$ cat src/rtl/snake_vga_pkg.sv
// Shared types and grid constants for the snake VGA tile path.
package snake_vga_pkg;

  localparam int CELL_W      = 4;
  localparam int GRID_COLS   = 32;
  localparam int GRID_ROWS   = 24;
  localparam int TILE_ADDR_W = 10;
  localparam int ROW_W       = 5;
  localparam int COL_W       = 5;

  localparam logic [ROW_W-1:0]       LAST_ROW  = ROW_W'(GRID_ROWS - 1);
  localparam logic [TILE_ADDR_W-1:0] LAST_TILE = TILE_ADDR_W'(GRID_ROWS * GRID_COLS - 1);

  typedef logic [CELL_W-1:0] tile_t;

  typedef struct packed {
    logic [ROW_W-1:0] row;
    logic [COL_W-1:0] col;
    tile_t            data;
  } cell_req_t;

  typedef enum logic {
    IDLE  = 1'b0,
    CLEAR = 1'b1
  } bw_state_t;

  // Rows are exactly 32 tiles wide, so the linear address is a plain concatenation.
  function automatic logic [TILE_ADDR_W-1:0] tile_addr(input logic [ROW_W-1:0] row,
                                                       input logic [COL_W-1:0] col);
    return {row, col};
  endfunction

endpackage

$ cat src/rtl/board_writer_req_fifo.sv
// Synchronous request FIFO of cell_req_t; DEPTH must be a power of two and at least 2.
module req_fifo
  import snake_vga_pkg::*;
#(
  parameter int DEPTH = 4
) (
  input  logic                    clk,
  input  logic                    reset,
  input  logic                    push,
  input  logic                    pop,
  input  cell_req_t               wr_data,
  output cell_req_t               rd_data,
  output logic                    full,
  output logic                    empty,
  output logic [$clog2(DEPTH):0]  count
);

  localparam int PTR_W = $clog2(DEPTH);

  cell_req_t        mem_r [DEPTH];
  logic [PTR_W-1:0] wr_ptr_r;
  logic [PTR_W-1:0] rd_ptr_r;
  logic [PTR_W:0]   count_r;
  logic             push_s;
  logic             pop_s;

  assign full    = (count_r == (PTR_W + 1)'(DEPTH));
  assign empty   = (count_r == {(PTR_W + 1){1'b0}});
  assign count   = count_r;
  assign rd_data = mem_r[rd_ptr_r];
  assign push_s  = push & ~full;
  assign pop_s   = pop & ~empty;

  // Pointer and occupancy tracking; simultaneous push and pop leave the count unchanged.
  always_ff @(posedge clk) begin
    if (!reset) begin
      wr_ptr_r <= {PTR_W{1'b0}};
      rd_ptr_r <= {PTR_W{1'b0}};
      count_r  <= {(PTR_W + 1){1'b0}};
    end else begin
      if (push_s) wr_ptr_r <= wr_ptr_r + PTR_W'(1);
      if (pop_s)  rd_ptr_r <= rd_ptr_r + PTR_W'(1);
      case ({push_s, pop_s})
        2'b10:   count_r <= count_r + (PTR_W + 1)'(1);
        2'b01:   count_r <= count_r - (PTR_W + 1)'(1);
        default: count_r <= count_r;
      endcase
    end
  end

  // Entry storage needs no reset: occupancy alone decides what is valid.
  always_ff @(posedge clk) begin
    if (push_s) mem_r[wr_ptr_r] <= wr_data;
  end

endmodule

$ cat src/rtl/board_writer.sv
// Tile RAM write agent: buffers cell updates and runs full-board clears.
// Optional BOARD_WRITER_VBLANK_GATE_EN restricts writes to blanking intervals.
module board_writer
  import snake_vga_pkg::*;
#(
  parameter int    FIFO_DEPTH = 4,
  parameter tile_t CLEAR_VAL  = 4'h0
) (
  input  logic                   clk,
  input  logic                   reset,
`ifdef BOARD_WRITER_VBLANK_GATE_EN
  input  logic                   in_vblank,
`endif
  input  logic                   req_valid,
  output logic                   req_ready,
  input  logic [ROW_W-1:0]       req_row,
  input  logic [COL_W-1:0]       req_col,
  input  logic [CELL_W-1:0]      req_data,
  input  logic                   clear_start,
  output logic                   clear_done,
  output logic                   busy,
  output logic                   oob_err,
  output logic                   we,
  output logic [TILE_ADDR_W-1:0] waddr,
  output logic [CELL_W-1:0]      wdata
);

  localparam int CNT_W = $clog2(FIFO_DEPTH) + 1;

  bw_state_t              state_r, state_s;
  logic [TILE_ADDR_W-1:0] cnt_r, cnt_s;
  logic [TILE_ADDR_W-1:0] waddr_r, waddr_s;
  tile_t                  wdata_r, wdata_s;
  logic                   we_r, we_s;
  logic                   done_r, done_s;
  logic                   oob_r, oob_s;
  logic                   pop_s;
  logic                   push_s;
  logic                   advance_s;
  logic                   fifo_full_s;
  logic                   fifo_empty_s;
  logic [CNT_W-1:0]       fifo_count_s;
  cell_req_t              head_s;
  cell_req_t              in_req_s;

`ifdef BOARD_WRITER_VBLANK_GATE_EN
  assign advance_s = in_vblank;
`else
  assign advance_s = 1'b1;
`endif

  assign req_ready = reset & ~fifo_full_s;
  assign push_s    = req_valid & req_ready;
  assign in_req_s  = '{row: req_row, col: req_col, data: req_data};

  req_fifo #(.DEPTH(FIFO_DEPTH)) u_fifo (
    .clk     (clk),
    .reset   (reset),
    .push    (push_s),
    .pop     (pop_s),
    .wr_data (in_req_s),
    .rd_data (head_s),
    .full    (fifo_full_s),
    .empty   (fifo_empty_s),
    .count   (fifo_count_s)
  );

  // Next-state and next-output decode; the clear's first write is issued on the start edge itself.
  always_comb begin
    state_s = state_r;
    cnt_s   = cnt_r;
    we_s    = 1'b0;
    waddr_s = waddr_r;
    wdata_s = wdata_r;
    done_s  = 1'b0;
    oob_s   = oob_r;
    pop_s   = 1'b0;
    case (state_r)
      IDLE: begin
        if (clear_start) begin
          state_s = CLEAR;
          if (advance_s) begin
            we_s    = 1'b1;
            waddr_s = {TILE_ADDR_W{1'b0}};
            wdata_s = CLEAR_VAL;
            cnt_s   = TILE_ADDR_W'(1);
          end else begin
            cnt_s   = {TILE_ADDR_W{1'b0}};
          end
        end else if (advance_s && !fifo_empty_s) begin
          pop_s = 1'b1;
          if (head_s.row > LAST_ROW) begin
            oob_s = 1'b1;
          end else begin
            we_s    = 1'b1;
            waddr_s = tile_addr(head_s.row, head_s.col);
            wdata_s = head_s.data;
          end
        end else begin
          pop_s = 1'b0;
        end
      end
      CLEAR: begin
        if (advance_s) begin
          we_s    = 1'b1;
          waddr_s = cnt_r;
          wdata_s = CLEAR_VAL;
          if (cnt_r == LAST_TILE) begin
            state_s = IDLE;
            done_s  = 1'b1;
            cnt_s   = {TILE_ADDR_W{1'b0}};
          end else begin
            cnt_s   = cnt_r + TILE_ADDR_W'(1);
          end
        end else begin
          we_s = 1'b0;
        end
      end
      default: state_s = IDLE;
    endcase
  end

  // State and registered outputs.
  always_ff @(posedge clk) begin
    if (!reset) begin
      state_r <= IDLE;
      cnt_r   <= {TILE_ADDR_W{1'b0}};
      we_r    <= 1'b0;
      waddr_r <= {TILE_ADDR_W{1'b0}};
      wdata_r <= {CELL_W{1'b0}};
      done_r  <= 1'b0;
      oob_r   <= 1'b0;
    end else begin
      state_r <= state_s;
      cnt_r   <= cnt_s;
      we_r    <= we_s;
      waddr_r <= waddr_s;
      wdata_r <= wdata_s;
      done_r  <= done_s;
      oob_r   <= oob_s;
    end
  end

  assign we         = we_r;
  assign waddr      = waddr_r;
  assign wdata      = wdata_r;
  assign clear_done = done_r;
  assign oob_err    = oob_r;
  assign busy       = (state_r == CLEAR) | (fifo_count_s != {CNT_W{1'b0}}) | we_r;

endmodule

$ cat config.mk
export PLATFORM = sky130hd
export DESIGN_NAME = board_writer
export DESIGN_NICKNAME = d
export VERILOG_FILES = /design/src/rtl/snake_vga_pkg.sv /design/src/rtl/board_writer_req_fifo.sv /design/src/rtl/board_writer.sv
export SDC_FILE = /design/constraint.sdc
export NUM_CORES = 1
export LEC_CHECK = 0
export ABC_AREA = 1
export CAP_MARGIN = 5
export CELL_PAD_IN_SITES_DETAIL_PLACEMENT = 0
export CELL_PAD_IN_SITES_GLOBAL_PLACEMENT = 1
export CORE_MARGIN = 3
export CORE_UTILIZATION = 52
export DETAILED_ROUTE_END_ITERATION = 8
export DONT_BUFFER_PORTS = 1
export GPL_TIMING_DRIVEN = 0
export PLACE_DENSITY_LB_ADDON = 0.1
export REMOVE_ABC_BUFFERS = 1
export SLEW_MARGIN = 10
export SYNTH_ARGS = -nofsm -noshare
export SYNTH_HDL_FRONTEND = slang
export SYNTH_SLANG_ARGS = --single-unit
$ cat constraint.sdc
create_clock -name clk -period 2.7 [get_ports clk]
set_input_delay 0.27 -clock clk [delete_from_list [all_inputs] [get_ports clk]]
set_output_delay 0.27 -clock clk [all_outputs]
set_load 0.02 [all_outputs]
== Yosys cells after proc, flatten, opt, wreduce, memory -nomap -nowiden ==
Memory sizes are Yosys's and may differ from the RTL's. A register that Yosys moved wholly into a read port is not among the register bits.
Index checks and enable logic that the tools add are counted.
Widths: inputs -> output; s select.

* Register bits: 35
* RAM bits: 56
* Output and inout port bits: 19
* Word-level logic and storage cells: 67
* Memories kept: 1

{| class="wikitable"
|+ Memories
! memory !! depth !! width !! rd ports !! clocked after Yosys merged registers in !! wr ports !! line !! source
|-
| u_fifo.mem_r || 4 || 14 || 1 || 1 || 1 || board_writer_req_fifo.sv:20 || <nowiki>cell_req_t mem_r [DEPTH];</nowiki>
|}

* $add $sub $neg: 5
* $lt $le $gt $ge: 1
* Eq/ne operators: 7
* Multiplexer cells: 27
* Bitwise logic cells: 10
* Reduce and logical (&&, ||, !) cells: 6

{| class="wikitable"
|+ Operator list
! kind !! number
|-
| $mux 10 || 5
|-
| $pmux 10 s2 || 2
|-
| $mux 4 || 3
|-
| $mux 1 || 11
|-
| $add 10x1->10 const B || 1
|-
| $eq 10x10->1 const B || 1
|-
| $pmux 4 s2 || 1
|-
| $ne 3x3->1 const B || 2
|-
| $pmux 3 s2 || 1
|-
| $gt 5x5->1 const B || 1
|-
| $add 2x1->2 const B || 2
|-
| $and 1x1->1 || 4
|-
| $mux 2 || 2
|-
| $not 1->1 || 4
|-
| $pmux 1 s2 || 2
|-
| $reduce_and 2->1 || 2
|-
| $reduce_and 4->1 || 1
|-
| $add 3x1->3 const B || 1
|-
| $eq 3x3->1 const B || 1
|-
| $logic_not 3->1 || 1
|-
| $reduce_bool 3->1 || 1
|-
| $sub 3x1->3 const B || 1
|-
| $eq 2x1->1 const B || 1
|-
| $eq 2x2->1 const B || 1
|-
| 3 further kinds || 4
|}

== Longest topological paths before layout ==
Gate-level depths: netlist (run 1).

* Depth in word-level cells: 7
* Mapped depth: 11

== By module ==
From an unflattened synthesis (run 1), not the netlist that was laid out.

* Cell total of the unflattened synthesis: 381
* Area total of the unflattened synthesis: 3,971.3 sq um

{| class="wikitable"
|+ By module, submodules not included
! module !! times used !! cells each !! area an instance (sq um) !! sequential area each (sq um)
|-
| req_fifo || 1 || 205 || 2,677.6 || 1,861.8
|-
| board_writer || 1 || 176 || 1,293.7 || 560.5
|}

== Least setup slack after synthesis (run 1) ==
Ideal clock, no wire load.

* Path kind: reg-to-reg
* From: reg u_fifo.count_r[1], in the netlist u_fifo.count[1]
* To: mem u_fifo.mem_r[0][0] (netlist bit), enable pin
* Arrival time: 1.698 ns
* Setup slack: 0.617 ns
* Stages on the path, launching flop included: 5
* Cells stage by stage: dfxtp_1 nor2_1 a21oi_1 nand2_1 nor2_1

* Word-level cells in the longest chain between the ends: 7

{| class="wikitable"
|+ Ends and longest elaborated chain
! item !! line !! source
|-
| start: declaration || board_writer_req_fifo.sv:23 || <nowiki>logic [PTR_W:0] count_r;</nowiki>
|-
| start signal: assignment || board_writer_req_fifo.sv:39 || <nowiki>count_r <= {(PTR_W + 1){1'b0}};</nowiki>
|-
| start signal: assignment || board_writer_req_fifo.sv:44 || <nowiki>2'b10: count_r <= count_r + (PTR_W + 1)'(1);</nowiki>
|-
| start signal: assignment || board_writer_req_fifo.sv:45 || <nowiki>2'b01: count_r <= count_r - (PTR_W + 1)'(1);</nowiki>
|-
| $eq 3x3->1 || board_writer_req_fifo.sv:27 || <nowiki>assign full = (count_r == (PTR_W + 1)'(DEPTH));</nowiki>
|-
| $not 1->1 || board_writer.sv:52 || <nowiki>assign req_ready = reset & ~fifo_full_s;</nowiki>
|-
| $and 1x1->1 || board_writer.sv:52 ||
|-
| named net req_ready || board_writer.sv:15 || <nowiki>output logic req_ready,</nowiki>
|-
| $and 1x1->1 || board_writer.sv:53 || <nowiki>assign push_s = req_valid & req_ready;</nowiki>
|-
| $and 1x1->1 || board_writer_req_fifo.sv:31 || <nowiki>assign push_s = push & ~full;</nowiki>
|-
| $mux 1 || board_writer_req_fifo.sv:53 || <nowiki>if (push_s) mem_r[wr_ptr_r] <= wr_data;</nowiki>
|-
| $mux 1 (implied by the code) || board_writer_req_fifo.sv:53 ||
|-
| end: declaration || board_writer_req_fifo.sv:20 ||
|}

The timed path passes the listed nets, and every way through them passes these cells.

== Worst setup path in the final report (run 1) ==
* From: reg state_r
* To: reg u_fifo.count_r[2], in the netlist u_fifo.count[2]

* Word-level cells in the longest chain between the ends: 4
* Elaborated cells on any way between the ends: 6

{| class="wikitable"
|+ Ends and longest elaborated chain
! item !! line !! source
|-
| start: declaration || board_writer.sv:30 || <nowiki>bw_state_t state_r, state_s;</nowiki>
|-
| start signal: assignment || board_writer.sv:134 || <nowiki>state_r <= state_s;</nowiki>
|-
| $mux 1 (*) || board_writer.sv:78 || <nowiki>case (state_r)</nowiki>
|-
| $and 1x1->1 (*) || board_writer_req_fifo.sv:32 || <nowiki>assign pop_s = pop & ~empty;</nowiki>
|-
| named net u_fifo.pop_s || board_writer_req_fifo.sv:25 || <nowiki>logic pop_s;</nowiki>
|-
| $eq 2x1->1 or $eq 2x2->1 (tied branches) || board_writer_req_fifo.sv:43 || <nowiki>case ({push_s, pop_s})</nowiki>
|-
| $pmux 3 s2 or $reduce_bool 2->1 (tied branches) || - ||
|-
| end signal: assignment || board_writer_req_fifo.sv:44 ||
|-
| end signal: assignment || board_writer_req_fifo.sv:45 ||
|-
| end signal: assignment || board_writer_req_fifo.sv:46 || <nowiki>default: count_r <= count_r;</nowiki>
|}

Mark *: on every way through the listed nets, which the timed path passes. The rest lies on a longest branch.
A chain may end at the register's enable or synchronous reset.

==> flow_summary.toml, run 1 <==
[run_status]
status = "completed"

[power]
p_leak_nw = 1.65
p_per_area_nw_per_um2 = 699
ir_drop_v = 0.000292

[timing]
clock_skew_ns = 0.0123
finalHoldViolCount = 0
rsz0062_at_grt = "no"
tightest_slew_ns = 0.842
fin_ws_ns = 0.272
max_freq_mhz = 412
setup_viol = 0
period_share_pct = 89.9
relSlewSlack_pct = 43.8
slew_violations = 0
min_period_ns = 2.43

[clocking]
htree_levels = 3
cts_setup_buffers = 0
clkLatencyLatePin_ns = 0.36
clkTransAtPathRegs_ns = 0.10
tritoncts = "done"
cts_buffer_depth = 2
root_buffer = "clkbuf_8"
cts_sinks = 93
cts-buffers-inserted = 9

[logic_synthesis]
synth_area_leaders = "edfxtp_1, dfxtp_1, nand2_1, nor2_1, o21ai_0"
yosysSeqAreaShare_pct = 61.0
synthCells = 421
yosys.area.top_type_share_pct = 42.3
synthFlopType = "edfxtp_1"
synthTopCellsByCount = "nand2_1, nor2_1, edfxtp_1, inv_1, dfxtp_1"
yosys.cell_types.count = 28
yosysWarningCount = 0
ys_async_sr_fraction_pct = 0
syn-cell-area_um2 = 3970
synth_edf_count = 56
yosys.area.top_type = "edfxtp_1"
ys_seq_elements = 93
avgSynthCellArea_um2 = 9.44
synth.most_common_cell = "nand2_1"

[die]
dieArea_um2 = 8730
die_h_um = 93.4
rows = 31
ios = 37
core_area_um2 = 7330
die_w_um = 93.4
initial_utilization_pct = 54.2

[drt]
num_vias = 2693
routed_via_density = 5.02
first_pass_iters = 4
antenna_left = 0
drt_iter0_markers = 96
drcViolationCount = 0
wl_mm = 7.69
post_drt_wl_per_cell_um = 14.3

[placed_design]
gp_congestion = 0.779
dpl_worst_slack_ns = -0.226
dp_hpwl_mm = 4.86
io_buffers = 0

[grt]
grt_antenna_before_repair = 0
grt_pass1_wl_mm = 12.4
grt_start_max_net_pins = 30
track_usage_pct = 18.7
overflow = 0
grt_pass1_vias = 2639

[final_layout]
synthToLayoutAreaGrowth_pct = 10.3
regArea_um2 = 2420
fillCellCount = 664
antenna_cells = 0
finalNetCount = 457
final_core_util_pct = 59.8
multiInputGateArea_um2 = 1310
drive_gt1_share_pct = 11.0

[worst_setup_path]
endpoint_kind = "flip-flop"
ff2ff_path_depth = 10
path_cells = "nor2_4, inv_1, nor2_4, ha_1, inv_1, fa_1, a21oi_1, o21ai_0, o21ai_0, a21oi_1"
crit_slowest_cell = "dfxtp_1"
path_max_fanout = 14
required_ns = 2.96
path_class = "flip-flop to flip-flop"
start_kind = "flip-flop"
cpPeakStageDelay_ns = 0.51
critical_path_arrival_ns = 2.69

[worst_hold_path]
min_path_cells = 2
hp-class = "primary input to flip-flop"

[run]
maxCapViolCount = 0
## where the power goes
part | leakage, nW | internal [mW] | total [mW] | switching (mW)
logic | 0.726 | 0.122 | 0.380 | 0.258
clock network | 0.112 | 0.530 | 1.01 | 0.484
registers | 0.811 | 1.57 | 1.67 | 0.0963
## worst max-delay path, delay by kind of cell (launching register included)
kind	cells	cell delay (ns)
and+or+nand+nor	2	0.59
adders and majority gates	2	0.56
DFF	1	0.51
AOI/OAI and AO/OA	4	0.46
buffers and inverters	2	0.21
## routing by layer
layer	up-vias	share of wire, %	wire length [µm]	global-route usage [%]
met5	-	0	0	0
met4	0	2.1	163	8.79
met3	11	4.4	335	4.02
met2	51	48	3730	31.7
met1	1239	45	3460	22.7
li1	1392	-	-	-
## stage by stage
| step | power, mW | hold WS (ns) | TNS (ns) | cells | cell area, µm² |
|---|---|---|---|---|---|
| floorplan | 1.96 | 0.369 | 0 | 406 | 3880 |
| global placement | 2.05 | 0.369 | -8.14 | 505 | 4000 |
| detailed placement | 2.06 | 0.369 | -5.32 | 505 | 4010 |
| CTS | 3.09 | 0.0127 | 0 | 535 | 4370 |
| global route | 3.22 | 0.0240 | 0 | 536 | 4380 |
| finish | 3.06 | 0.0233 | 0 | 536 | 4380 |
## cells by family after synthesis
kind of cell	synth area share, %
flip-flops	61.0
AND/OR/NAND/NOR	20.5
buffers and inverters	6.67
AO/OA/AOI/OAI	8.85
adder cells (fa/ha/maj)	2.39
XOR/XNOR	0.661
## sequential cells by signal, summed over array words and instances (netlist names), named ones only
signal,cells
u_fifo.wr_ptr_r,2
wdata,4
u_fifo.count,3
clear_done,1
oob_err,1
cnt_r,10
u_fifo.mem_r,56
state_r,1
waddr,10
u_fifo.rd_ptr_r,2
we,1
## worst paths after layout
kind | to | slack, ns | startpoint
setup reg to reg | u_fifo.count[2] | 0.27 | state_r
hold reg to reg | flip-flop | 0.47 | u_fifo.rd_ptr_r[1]
hold / removal | waddr[0] | 0.02 | reset
setup / recovery | u_fifo.count[2] | 0.27 | state_r
## cell type report
class	count	area share [%]
clock buffers	10	2.91
repair buffers	14	3.20
inverters	45	3.85
flip-flops and latches	93	55.3
multi-input cells	269	29.8
clock inverters	6	2.08
well taps	99	2.83
## cell usage in the layout, fill, tap and decap left out
master,instances
nand4_1,1
ha_1,6
nand3_1,16
inv_6,3
bufinv_16,2
nand3_2,1
clkinv_2,1
clkbuf_1,1
dfxtp_2,1
nor3_1,1
o21ai_1,5
dfxtp_1,36
clkbuf_8,9
a211oi_1,1
edfxtp_1,56
nand2_2,12
dlygate4sd3_1,14
o21ai_0,33
a21oi_1,20
o22ai_1,5
nor2_4,2
inv_2,2
xor2_1,3
o31ai_1,1
nor2_2,14
nor2_1,62
a221oi_2,1
fa_1,1
nand2_1,84
inv_1,43
## what timing repair did
action / in CTS / in global routing
setup endpoints to repair: 22 / 2
gates cloned: 0 / 1
endpoints found under the hold margin: 56 / 0
hold buffers: 14 / 0
gates resized for setup: 3 / 0
pin swaps: 0 / 1
Power figures use the tool's default switching activity.
==> run 2: changes to the inputs <==
GPL_TIMING_DRIVEN = not set   (was 0)
==> flow_summary.toml, run 2 (same netlist as run 1, synthesis figures left out) <==
[drt]
drcViolationCount = 0
post_drt_wl_per_cell_um = 14.1
routed_via_density = 4.97
wl_mm = 7.68
num_vias = 2702
antenna_left = 0
first_pass_iters = 6
drt_iter0_markers = 112

[worst_setup_path]
crit_slowest_cell = "fa_1"
start_kind = "flip-flop"
crit_family = "compound AO/OA/AOI/OAI gates"
path_cells = "nor2_1, a21oi_1, buf_4, nand2_1, ha_1, inv_1, fa_1, a21oi_1, o21ai_0, o21ai_0, a21oi_1"
crit_buf_inv = 2
cpPeakStageDelay_ns = 0.39
path_class = "flip-flop to flip-flop"
critical_path_arrival_ns = 2.42
regToRegSetupSlack_ns = 0.53
required_ns = 2.95
endpoint_kind = "flip-flop"
path_max_fanout = 9
crit_top_cell = "a21oi_1"

[final_layout]
regMostFlops = "u_fifo.mem_r"
finalNetCount = 466
antenna_cells = 0
largest_reg_flops = 56
design_area_um2 = 4390
layout_common_cells = "nand2_1, nor2_1, edfxtp_1"
drive_gt1_share_pct = 11.7
final_common_cell = "nand2_1"
fillCellCount = 642
synthToLayoutAreaGrowth_pct = 10.4

[grt]
grt_pass1_wl_mm = 12.4
overflow = 0
track_usage_pct = 18.7
grt_start_max_net_pins = 29
grt_antenna_before_repair = 0
grt_pass1_vias = 2562

[timing]
max_freq_mhz = 460
finalHoldViolCount = 0
period_share_pct = 80.5
slew_violations = 0
tightest_slew_ns = 0.513
min_period_ns = 2.17
setup_viol = 0
clock_skew_ns = 0.0103
fin_ws_ns = 0.527
relSlewSlack_pct = 65.7
setup-tns-final_ns = 0
rsz0062_at_grt = "no"

[placed_design]
dp_hpwl_mm = 4.92
io_buffers = 0
dpl_worst_slack_ns = 0.565
gp_congestion = 0.820
dpl_cell_area_um2 = 4080

[power]
p_seq_share_pct = 57.2
ir_drop_v = 0.000344
p_comb_share_pct = 14.2
switching_share_pct = 29.2
p_leak_nw = 1.67
p_per_area_nw_per_um2 = 656
p_clk_share_pct = 28.6
intPower_mw = 2.04
power_switching_mw = 0.840

[die]
rows = 31
die_h_um = 93.4
dieArea_um2 = 8730
ios = 37
initial_utilization_pct = 54.2
core_area_um2 = 7330
die_w_um = 93.4

[run_status]
status = "completed"

[clocking]
clkTransAtPathRegs_ns = 0.09
clkLatencyLatePin_ns = 0.36
cts_setup_buffers = 0
cts_resized = 0
root_buffer = "clkbuf_8"
htree_levels = 3
cts_buffer_depth = 2
cts-buffers-inserted = 9
tritoncts = "done"
cts_sinks = 93

[run]
maxCapViolCount = 0

[worst_hold_path]
hp-class = "primary input to flip-flop"
-- run 2: cell types whose count changed in the layout (fill, tap and decap cells not counted), sizes merged --
cell and delta:
buf +10, bufinv -2, clkinvlp +2, clkbuf -1, clkinv +1, inv -1
nor2 -1
-- run 2: layout make-up --
| type | count | area (µm²) | share of cell area, % |
|---|---|---|---|
| inverters | 45 | 169 | 3.85 |
| repair buffers | 24 | 215 | 4.91 |
| multi-input cells | 268 | 1290 | 29.3 |
| well taps | 99 | 124 | 2.82 |
| flip-flops and latches | 93 | 2420 | 55.2 |
| clock inverters | 6 | 46.3 | 1.06 |
| clock buffers | 9 | 124 | 2.82 |
-- run 2: worst reg2reg max path, cell delays in order, from the launching register on --
cell,delay (ns)
dfxtp_1,0.33
nor2_1,0.13
a21oi_1,0.09
buf_4,0.16
nand2_1,0.20
ha_1,0.19
inv_1,0.06
fa_1,0.39
a21oi_1,0.17
o21ai_0,0.12
o21ai_0,0.16
a21oi_1,0.05
-- run 2: routing by layer --
metal	track usage [%]	share of wire, %	vias to the layer above
met5	0	0	-
met3	4.67	4.4	10
li1	-	-	1409
met2	31.1	49	44
met4	6.96	1.4	0
met1	23.7	45	1239
-- run 2: timing repair --
action                     4_1_cts  5_1_grt
setup endpoints to repair        0        0
hold buffers                    14        0
hold endpoints to repair        56        0
-- run 2: power groups by stage --
stage / Combinational (mW) / Sequential (mW) / Clock (mW)
6_report: 0.410 / 1.65 / 0.824
5_1_grt: 0.468 / 1.66 / 0.913
4_1_cts: 0.416 / 1.65 / 0.846
3_5_place_dp: 0.389 / 1.68 / 0
3_3_place_gp: 0.382 / 1.68 / 0
2_1_floorplan: 0.279 / 1.68 / 0
-- run 2: through the flow --
step | cells | power (mW) | hold slack [ns] | utilization [%]
6_report | 544 | 2.88 | 0.0250 | 59.8
5_1_grt | 544 | 3.04 | 0.0241 | 59.8
4_1_cts | 544 | 2.91 | 0.0107 | 59.8
3_5_place_dp | 515 | 2.07 | 0.369 | 55.6
3_3_place_gp | 515 | 2.06 | 0.369 | 55.6
2_1_floorplan | 406 | 1.96 | 0.369 | -
-- run 2: worst paths after layout --
path,start,to,cells past startpoint
worst max-delay path,u_fifo.count[1],u_fifo.count[2],11
worst min-delay path,reset,waddr[0],2
worst max register to register,u_fifo.count[1],u_fifo.count[2],11
worst min register to register,u_fifo.rd_ptr_r[1],u_fifo.rd_ptr_r[1],2
